`src/rtl/axi_to_arb_bridge.sv`:
```
// axi_to_arb_bridge
//
// Purpose:
//   Converts one arbitrated L2 memory request into AXI4 transactions on a
//   32-bit master port. A read request becomes AR/R. A write request becomes
//   AW/W/B. Single-word and INCR burst requests are both supported. Read data
//   is returned with the id of the original request. Only one transaction is
//   in flight at a time.
//
// Optional feature (compile-time macro AXI_BRIDGE_ERR_STATUS_EN):
//   When the macro is defined, the module gains the output err_sticky. It is
//   set by any non-OKAY read beat or write response and is cleared only by rst.
//   When the macro is undefined, error responses are ignored.
//
// Ports:
//   clk, rst                 clock and synchronous active-high reset
//   req_*                    arbitrated request (valid/pop handshake)
//   wr_valid/wr_data/wr_pop  write-data word source
//   rd_data/rd_id/rd_valid   returned read words
//   axi_ar*, axi_r*          AXI read address and read data channels
//   axi_aw*, axi_w*, axi_b*  AXI write address, write data and response channels
//   err_sticky               sticky error flag (optional feature only)

module axi_to_arb_bridge #(
  parameter int ID_W     = 2,
  parameter int AXI_ID_W = 6,
  parameter int BURST_W  = 5
) (
  input  logic                clk,
  input  logic                rst,
`ifdef AXI_BRIDGE_ERR_STATUS_EN
  output logic                err_sticky,
`endif
  input  logic                req_valid,
  output logic                req_pop,
  input  logic [29:0]         req_addr,
  input  logic                req_rnw,
  input  logic [3:0]          req_be,
  input  logic [BURST_W-1:0]  req_len,
  input  logic [ID_W-1:0]     req_id,
  input  logic                wr_valid,
  input  logic [31:0]         wr_data,
  output logic                wr_pop,
  output logic [31:0]         rd_data,
  output logic [ID_W-1:0]     rd_id,
  output logic                rd_valid,
  output logic [31:0]         axi_araddr,
  output logic [7:0]          axi_arlen,
  output logic [2:0]          axi_arsize,
  output logic [1:0]          axi_arburst,
  output logic [3:0]          axi_arcache,
  output logic [AXI_ID_W-1:0] axi_arid,
  output logic                axi_arvalid,
  input  logic                axi_arready,
  input  logic [31:0]         axi_rdata,
  input  logic [1:0]          axi_rresp,
  input  logic                axi_rlast,
  input  logic                axi_rvalid,
  input  logic [AXI_ID_W-1:0] axi_rid,
  output logic                axi_rready,
  output logic [31:0]         axi_awaddr,
  output logic [7:0]          axi_awlen,
  output logic [2:0]          axi_awsize,
  output logic [1:0]          axi_awburst,
  output logic [3:0]          axi_awcache,
  output logic [AXI_ID_W-1:0] axi_awid,
  output logic                axi_awvalid,
  input  logic                axi_awready,
  output logic [31:0]         axi_wdata,
  output logic [3:0]          axi_wstrb,
  output logic                axi_wlast,
  output logic                axi_wvalid,
  input  logic                axi_wready,
  input  logic [1:0]          axi_bresp,
  input  logic                axi_bvalid,
  output logic                axi_bready
);

  typedef enum logic [2:0] {IDLE, AR, R, AW, W, B} state_t;

  state_t             state, state_next;
  logic [29:0]        addr_q;
  logic [3:0]         be_q;
  logic [BURST_W-1:0] len_q;
  logic [ID_W-1:0]    id_q;
  logic [BURST_W-1:0] beat_cnt;

  // The read id is not checked, because only one transaction is outstanding.
  // The response codes only feed the optional error flag.
  logic unused_inputs;
  assign unused_inputs = ^{axi_rid, axi_rresp, axi_bresp};

  // State register, request latch and write beat counter.
  always_ff @(posedge clk) begin
    if (rst) begin
      state    <= IDLE;
      addr_q   <= '0;
      be_q     <= '0;
      len_q    <= '0;
      id_q     <= '0;
      beat_cnt <= '0;
    end else begin
      state <= state_next;
      if (req_pop) begin
        addr_q <= req_addr;
        be_q   <= req_be;
        len_q  <= req_len;
        id_q   <= req_id;
      end
      if (state == B && axi_bvalid)
        beat_cnt <= '0;
      else if (wr_pop)
        beat_cnt <= beat_cnt + BURST_W'(1);
    end
  end

  // Next state and handshake outputs.
  // The request is accepted combinationally in IDLE. It is never accepted
  // while reset is asserted, so a popped request cannot be lost to reset.
  always_comb begin
    state_next  = state;
    req_pop     = 1'b0;
    axi_arvalid = 1'b0;
    axi_awvalid = 1'b0;
    axi_rready  = 1'b0;
    axi_wvalid  = 1'b0;
    axi_bready  = 1'b0;
    wr_pop      = 1'b0;
    case (state)
      IDLE: begin
        if (req_valid && !rst) begin
          req_pop    = 1'b1;
          state_next = req_rnw ? AR : AW;
        end
      end
      AR: begin
        axi_arvalid = 1'b1;
        if (axi_arready) state_next = R;
      end
      R: begin
        axi_rready = 1'b1;
        if (axi_rvalid && axi_rlast) state_next = IDLE;
      end
      AW: begin
        axi_awvalid = 1'b1;
        if (axi_awready) state_next = W;
      end
      W: begin
        axi_wvalid = wr_valid;
        wr_pop     = wr_valid & axi_wready;
        if (wr_pop && axi_wlast) state_next = B;
      end
      B: begin
        axi_bready = 1'b1;
        if (axi_bvalid) state_next = IDLE;
      end
      default: state_next = IDLE;
    endcase
  end

  // Both address channels carry the same latched request fields.
  // Only the valid signal of the selected channel is asserted.
  assign axi_araddr  = {addr_q, 2'b00};
  assign axi_arlen   = 8'(len_q);
  assign axi_arsize  = 3'b010;
  assign axi_arburst = 2'b01;
  assign axi_arcache = 4'b0011;
  assign axi_arid    = AXI_ID_W'(id_q);

  assign axi_awaddr  = {addr_q, 2'b00};
  assign axi_awlen   = 8'(len_q);
  assign axi_awsize  = 3'b010;
  assign axi_awburst = 2'b01;
  assign axi_awcache = 4'b0011;
  assign axi_awid    = AXI_ID_W'(id_q);

  // Read data passes straight through with zero added latency.
  assign rd_valid = axi_rvalid & axi_rready;
  assign rd_data  = axi_rdata;
  assign rd_id    = id_q;

  // The byte enables only apply to single-word writes.
  // Every beat of a burst writes the full word.
  assign axi_wdata = wr_data;
  assign axi_wstrb = (len_q == '0) ? be_q : 4'hF;
  assign axi_wlast = (state == W) && (beat_cnt == len_q);

`ifdef AXI_BRIDGE_ERR_STATUS_EN
  // Sticky error flag. It is set by any non-OKAY read beat or write response
  // and is cleared only by reset.
  always_ff @(posedge clk) begin
    if (rst)
      err_sticky <= 1'b0;
    else if ((state == R && axi_rvalid && axi_rresp != 2'b00) ||
             (state == B && axi_bvalid && axi_bresp != 2'b00))
      err_sticky <= 1'b1;
  end
`endif

endmodule

```
`config.mk`:
```
export PLATFORM = sky130hd
export DESIGN_NAME = axi_to_arb_bridge
export DESIGN_NICKNAME = d
export VERILOG_FILES = /design/src/rtl/axi_to_arb_bridge.sv
export SDC_FILE = /design/constraint.sdc
export NUM_CORES = 1
export LEC_CHECK = 0
export CORE_AREA = 2 2 122 124
export DETAILED_ROUTE_END_ITERATION = 12
export DIE_AREA = 0 0 124 126
export PLACE_DENSITY = 0.69
export SLEW_MARGIN = 10
export SYNTH_ARGS = -nofsm -noshare
export SYNTH_HDL_FRONTEND = slang
export SYNTH_SLANG_ARGS = --single-unit
```
`constraint.sdc`:
```
create_clock -name clk -period 1.3 [get_ports clk]
set_input_delay 0.195 -clock clk [delete_from_list [all_inputs] [get_ports clk]]
set_output_delay 0.195 -clock clk [all_outputs]
set_load 0.01 [all_outputs]
```
==> impl_metrics.csv, run 1 <==
group,metric,value,unit
yosys,synth-seq-area-share,30.9,%
clocking,path_clk_slew,0.07,ns
critical_path,crit_chain,"or4_4, or3_4, buf_6",
drt,vias_per_cell,3.88,
yosys,synth_edf_count,0,
layout,final_layout_size_suffix_gt1_share,36.3,%
sta,fin_crit_sh,145,%
power_and_ir_drop,power_density,993,nW/um^2
placed_design,port_buffers,140,
sta,final_hold_viol_count,0,
yosys,yosysMostFrequentCell,"buf_4",
sta,rsz0062_at_grt,"yes",
floorplanning,die_height,126,um
grt,grt_antenna_before_repair,0,
clocking,cts_buffers,5,
drt,drt_iter0_drc,82,
floorplanning,io_pins,315,
yosys,avgSynthCellArea,8.05,sq um
yosys,synth_common_cells,"145 x buf_4, 49 x dfxtp_1, 48 x nand2_1, 42 x nand2b_1, 26 x o21ai_1",
clocking,clock_tree.buffer_depth,2,
sta,fmax,531,MHz
yosys,yosysTopAreaCell,"buf_4",
placed_design,dp.final_hpwl,6.21,mm
drt,wl_met3,871,um
drt,vias,2533,
critical_path,worstPathRequired,1.11,ns
drt,wl_met1,3.93,mm
yosys,synth-main-ff-cell,"dfxtp_1",
layout,finalInstanceArea,4920,sq um
floorplanning,coreArea,14300,sq um
placed_design,globalplace.congestion,0.751,
drt,dr.pass1.iters,4,
layout,fillCellCount,1502,
power_and_ir_drop,peakVddDrop,436,uV
yosys,synth-seq-cells,49,
yosys,synth.area.top_cells,"buf_4 34%, dfxtp_1 31%, nand2b_1 8.3%",
yosys,synth-async-reset-ratio,0,%
drt,ant_nets,0,
critical_path,path_class,"reg -> out",
yosys,netlist_instances,395,
clocking,cts_root_buf,"clkbuf_16",
yosys,yosys_warnings,0,
yosys,syn_area,3180,sq um
floorplanning,initial_core_util,22.2,%
grt,grt_pass1_wl,14.7,mm
status,violations,"negative setup slack",
run,max-cap-violations,0,
grt,track_usage,12.7,%
layout,seqCellArea,997,sq um
clocking,numClockSinks,49,
floorplanning,num_rows,44,
min_path,hp-class,"in -> out",
yosys,netlist.area_leader.share,34.2,%
sta,finalHoldWorstSlack,0.390,ns
drt,drc,0,
drt,drt_wl_total,10.0,mm
layout,insertedDiodeCount,0,
layout,final_util,34.4,%
sta,skew,0.00612,ns
drt,top_layer_used,"met4",
critical_path,worstSetupEndpointType,"primary output",
sta,finalSetupViolations,59,
grt,grt_overflow,0,
sta,min_period,1.88,ns
clocking,clock_latency,0.30,ns
critical_path,crit_path_max_fanout,4,
yosys,netlist-cell-type-count,32,
sta,final_max_slew_viol_count,0,
critical_path,cp_slowest_cell,"or4_4",
critical_path,worstSetupStartpointType,"flip-flop",
clocking,cts_tree,"yes",
grt,grt_pass1_vias,2532,
layout,multi_input_area,1600,sq um
critical_path,critPathArrivalTime,1.69,ns
placed_design,placed_cell_area,3990,sq um
floorplanning,die-area,15600,sq um
sta,finalSetupTns,-8.19,ns
drt,dr_wl_met2,4.94,mm
grt,grt_max_degree,46,
floorplanning,die_w,124,um
sta,setup_ws,-0.582,ns
status,status,"finished with violations",
layout,area_growth,54.7,%
power_and_ir_drop,leakage,2.38,nW
critical_path,cp_slowest_stage_delay,0.59,ns
clocking,cts_max_level,2,
drt,wl_per_cell,15.4,um
layout,num-nets-final,594,
-- placed cells by master, fill, tap and decap left out, types with 3 or more instances in the layout --
master / Yosys / layout
dlygate4sd2_1: 0 / 70
clkdlybuf4s50_1: 0 / 51
dfxtp_1: 49 / 42
nand2b_1: 42 / 41
conb_1: 2 / 36
o21ai_2: 0 / 26
nand2_4: 0 / 23
buf_6: 2 / 20
buf_4: 145 / 19
nand2_2: 0 / 18
o21ai_1: 26 / 15
buf_12: 0 / 9
nor2_1: 9 / 8
nand2_1: 48 / 7
xor2_1: 8 / 7
buf_2: 4 / 6
clkbuf_16: 0 / 5
or3_4: 0 / 4
buf_16: 0 / 4
dfxtp_2: 0 / 4
buf_8: 0 / 4
dfxtp_4: 0 / 3
-- repair_timing --
| item | CTS | global route |
|---|---|---|
| hold buffers | 0 | 0 |
| pin swaps | 61 | 34 |
| endpoints found under the setup margin | 137 | 68 |
| gates resized for setup | 254 | 72 |
| gates cloned | 10 | 0 |
| setup buffers | 22 | 1 |
-- worst max-delay path, delay by kind of cell (launching register included) --
kind                   cells  cell delay (ns)
and+or+nand+nor            2             0.94
DFF                        1             0.32
buffers and inverters      1             0.13
-- final timing paths --
kind	from	endpoint	slack [ns]	cells after the start
worst max register to register	state[0]	addr_q[21]	-0.18	7
worst min register to register	be_q[1]	be_q[1]	0.47	2
worst max-delay path	len_q[3]	axi_wstrb[3]	-0.58	3
worst min-delay path	wr_data[20]	axi_wdata[20]	0.39	0
-- cells by family after synthesis --
group	Yosys count	synth area share (%)
buffers and inverters	158	36.4
and+or+nand+nor	125	21.2
AOI/OAI and AO/OA	51	8.46
DFF	49	30.9
xor gates and xnor gates	9	2.48
other	2	0.236
adders and majority gates	1	0.393
-- power by group --
| group | internal [W] | switching (W) |
|---|---|---|
| Clock | 0.000964 | 0.000610 |
| Sequential | 0.00163 | 0.0000938 |
| Combinational | 0.000854 | 0.000732 |
| Total | 0.00345 | 0.00144 |
-- per-stage QoR --
step                      cells  setup slack (ns)  power (W)
after detailed placement    620            -0.622    0.00307
after global placement      620            -0.611    0.00306
final                       652            -0.582    0.00488
after CTS                   660            -0.596    0.00498
after global routing        652            -0.607    0.00514
after floorplan             429            -0.124    0.00271
-- state kept, by name (all words and copies together), names as in the netlist --
name	count
addr_q	30
len_q	5
rd_id	2
beat_cnt	5
state	3
be_q	4
-- final cells by class --
| type | instances | area share [%] |
|---|---|---|
| multi-input cells | 222 | 32.5 |
| flip-flops and latches | 49 | 20.3 |
| repair buffers | 188 | 38.9 |
| well taps | 184 | 4.68 |
| clock inverters | 1 | 0.611 |
| clock buffers | 7 | 2.90 |
| inverters | 1 | 0.0763 |
-- per-layer routing --
layer	up-vias	global-route usage, %
li1	1224	-
met1	1144	14.3
met2	135	21.3
met3	30	4.80
met4	0	5.42
met5	-	0
No activity file was read; power rests on OpenSTA's default activity.
==> inputs of run 2 (changes only) <==
==> constraint.sdc (replaced) <==
create_clock -name clk -period 1.65 [get_ports clk]
set_input_delay 0.2475 -clock clk [delete_from_list [all_inputs] [get_ports clk]]
set_output_delay 0.2475 -clock clk [all_outputs]
set_load 0.01 [all_outputs]
==> run 2 against run 1 <==
  * The flow still finishes with violations (negative setup slack)
  * Worst setup slack improved by 0.34 ns
  * Hold slack improved by 0.075 ns
  * Final cell count decreased by 2.0%
  * Clock skew decreased by 0.00051 ns
  * Clock power decreased by 31%
  * Cell area decreased by 14%
  * Flip-flop and latch count unchanged
  * Sequential share of layout area increased by 3.2 points
==> impl_metrics.csv, run 2 (same netlist as run 1, synthesis figures left out) <==
group,metric,value,unit
layout,largest_register,"addr_q",
floorplanning,die_height,126,um
sta,min_period,1.89,ns
critical_path,crit_chain,"or4_4, or3_1, buf_6",
drt,drt_wl_total,7.98,mm
sta,finalHoldWorstSlack,0.465,ns
sta,setup_ws,-0.243,ns
critical_path,path_delay_family,"simple AND/OR/NAND/NOR gates",
run,max-cap-violations,0,
sta,rsz0062_at_grt,"yes",
clocking,clock_tree.buffer_depth,2,
clocking,cts_root_buf,"clkbuf_16",
min_path,hp-class,"reg -> reg",
floorplanning,coreArea,14300,sq um
floorplanning,io_pins,315,
grt,grt_pass1_vias,2324,
clocking,path_clk_slew,0.08,ns
sta,fin_crit_sh,115,%
drt,wl_per_cell,12.5,um
power_and_ir_drop,internal-power,0.00245,W
drt,drt_iter0_drc,40,
floorplanning,die_w,124,um
clocking,cts_buffers,5,
critical_path,worstPathRequired,1.40,ns
layout,final_cell_mix,"120 x clkdlybuf4s50_1, 48 x nand2_1, 43 x dfxtp_1",
status,status,"finished with violations",
sta,skew,0.00560,ns
layout,largest_register_ffs,30,
grt,grt_pass1_wl,11.9,mm
critical_path,worstSetupEndpointType,"primary output",
layout,final_util,29.6,%
sta,final_max_slew_viol_count,0,
power_and_ir_drop,power_density,822,nW/um^2
critical_path,path_class,"reg -> out",
grt,grt_overflow,0,
critical_path,crit_path_max_fanout,4,
floorplanning,num_rows,44,
placed_design,port_buffers,140,
floorplanning,die-area,15600,sq um
drt,vias_per_cell,3.80,
power_and_ir_drop,p_seq_share,39.3,%
critical_path,critPathArrivalTime,1.65,ns
status,violations,"negative setup slack",
sta,finalSetupViolations,5,
sta,final_hold_viol_count,0,
power_and_ir_drop,p_sw,0.00103,W
layout,fillCellCount,1551,
power_and_ir_drop,comb_power_share,29.3,%
placed_design,place_ws,-0.352,ns
layout,final_common_cell,"clkdlybuf4s50_1",
power_and_ir_drop,peakVddDrop,355,uV
placed_design,globalplace.congestion,0.748,
critical_path,worst-path-buf-inv,1,
critical_path,rrSetupSlack,0.12,ns
layout,insertedDiodeCount,0,
grt,grt_max_degree,46,
clocking,numClockSinks,49,
sta,fmax,528,MHz
drt,vias,2427,
layout,num-nets-final,581,
power_and_ir_drop,leakage,1.79,nW
power_and_ir_drop,power.total,0.00348,W
drt,dr.pass1.iters,4,
grt,grt_antenna_before_repair,1,
placed_design,dp.final_hpwl,5.86,mm
grt,track_usage,10.1,%
clocking,cts_tree,"yes",
power_and_ir_drop,p_sw_share,29.7,%
power_and_ir_drop,pwr-share-clk,31.4,%
layout,area_growth,33.3,%
critical_path,cp_slowest_cell,"or4_4",
drt,drc,0,
layout,reg_top3,"addr_q (30), beat_cnt (5), len_q (5)",
critical_path,cp_slowest_stage_delay,0.55,ns
floorplanning,initial_core_util,22.2,%
clocking,cts_max_level,2,
critical_path,worstSetupStartpointType,"flip-flop",
drt,ant_nets,0,
clocking,clock_latency,0.30,ns
layout,final_layout_size_suffix_gt1_share,14.5,%
## run 2: cell types whose count changed in the layout (fill, tap and decap cells not counted), moves of 6 or more
| cell | change |
|---|---|
| dlymetal6s2s_1 | +6 |
| o21ai_1 | +11 |
| o21ai_2 | -26 |
| buf_12 | -7 |
| nand2_2 | -18 |
| o21ai_0 | +15 |
| nand2_4 | -23 |
| nand2_1 | +41 |
| clkdlybuf4s50_1 | +69 |
| buf_6 | -14 |
| buf_4 | +10 |
| dlygate4sd2_1 | -67 |
## run 2: routing by layer
metal | vias to the layer above | part of all wire, % | track usage, %
li1 | 1196 | - | -
met5 | - | 0 | 0
met3 | 24 | 11 | 4.39
met4 | 0 | 2.8 | 5.09
met2 | 134 | 46 | 15.9
met1 | 1073 | 40 | 11.4
## run 2: worst paths after layout
path / cells past startpoint / to / startpoint
min reg2reg: 2 / be_q[3] / be_q[3]
max reg2reg: 6 / addr_q[0] / state[2]
min: 2 / be_q[3] / be_q[3]
max: 3 / axi_wstrb[3] / len_q[3]
## run 2: final cells by class
type,count,area [sq um],area share [%]
Tap cell,184,230,5.43
Timing Repair Buffer,175,1680,39.6
Clock inverter,3,21.3,0.502
Inverter,1,3.75,0.0886
Sequential cell,49,996,23.5
Multi-Input combinational cell,222,1180,27.9
Clock buffer,5,125,2.95
## run 2: repair_timing
action                     4_1_cts  5_1_grt
hold buffers                     0        0
setup endpoints to repair       14       48
resized for setup               45       22
buffers inserted                 3        4
pin swaps                        7        6
## run 2: per-stage QoR
stage	TNS [ns]	instance area, sq um	instances
after detailed placement	-7.39	4020	625
after global routing	-1.43	4240	639
after CTS	-1.03	4160	636
after floorplan	0	3310	429
final	-1.08	4240	639
after global placement	-7.17	4020	625
## run 2: worst min-delay path, stage by stage, from the launching register on
cell      delay, ns
dfxtp_1        0.31
nand2b_1       0.06
o21ai_1        0.05
## run 2: power by group through the flow
stage	sequential, W	clock, W	combinational (W)
CTS	0.00137	0.00118	0.00101
global route	0.00139	0.00120	0.00111
global placement	0.00139	0	0.00102
floorplan	0.00142	0	0.000683
detailed placement	0.00139	0	0.00102
finish	0.00137	0.00109	0.00102
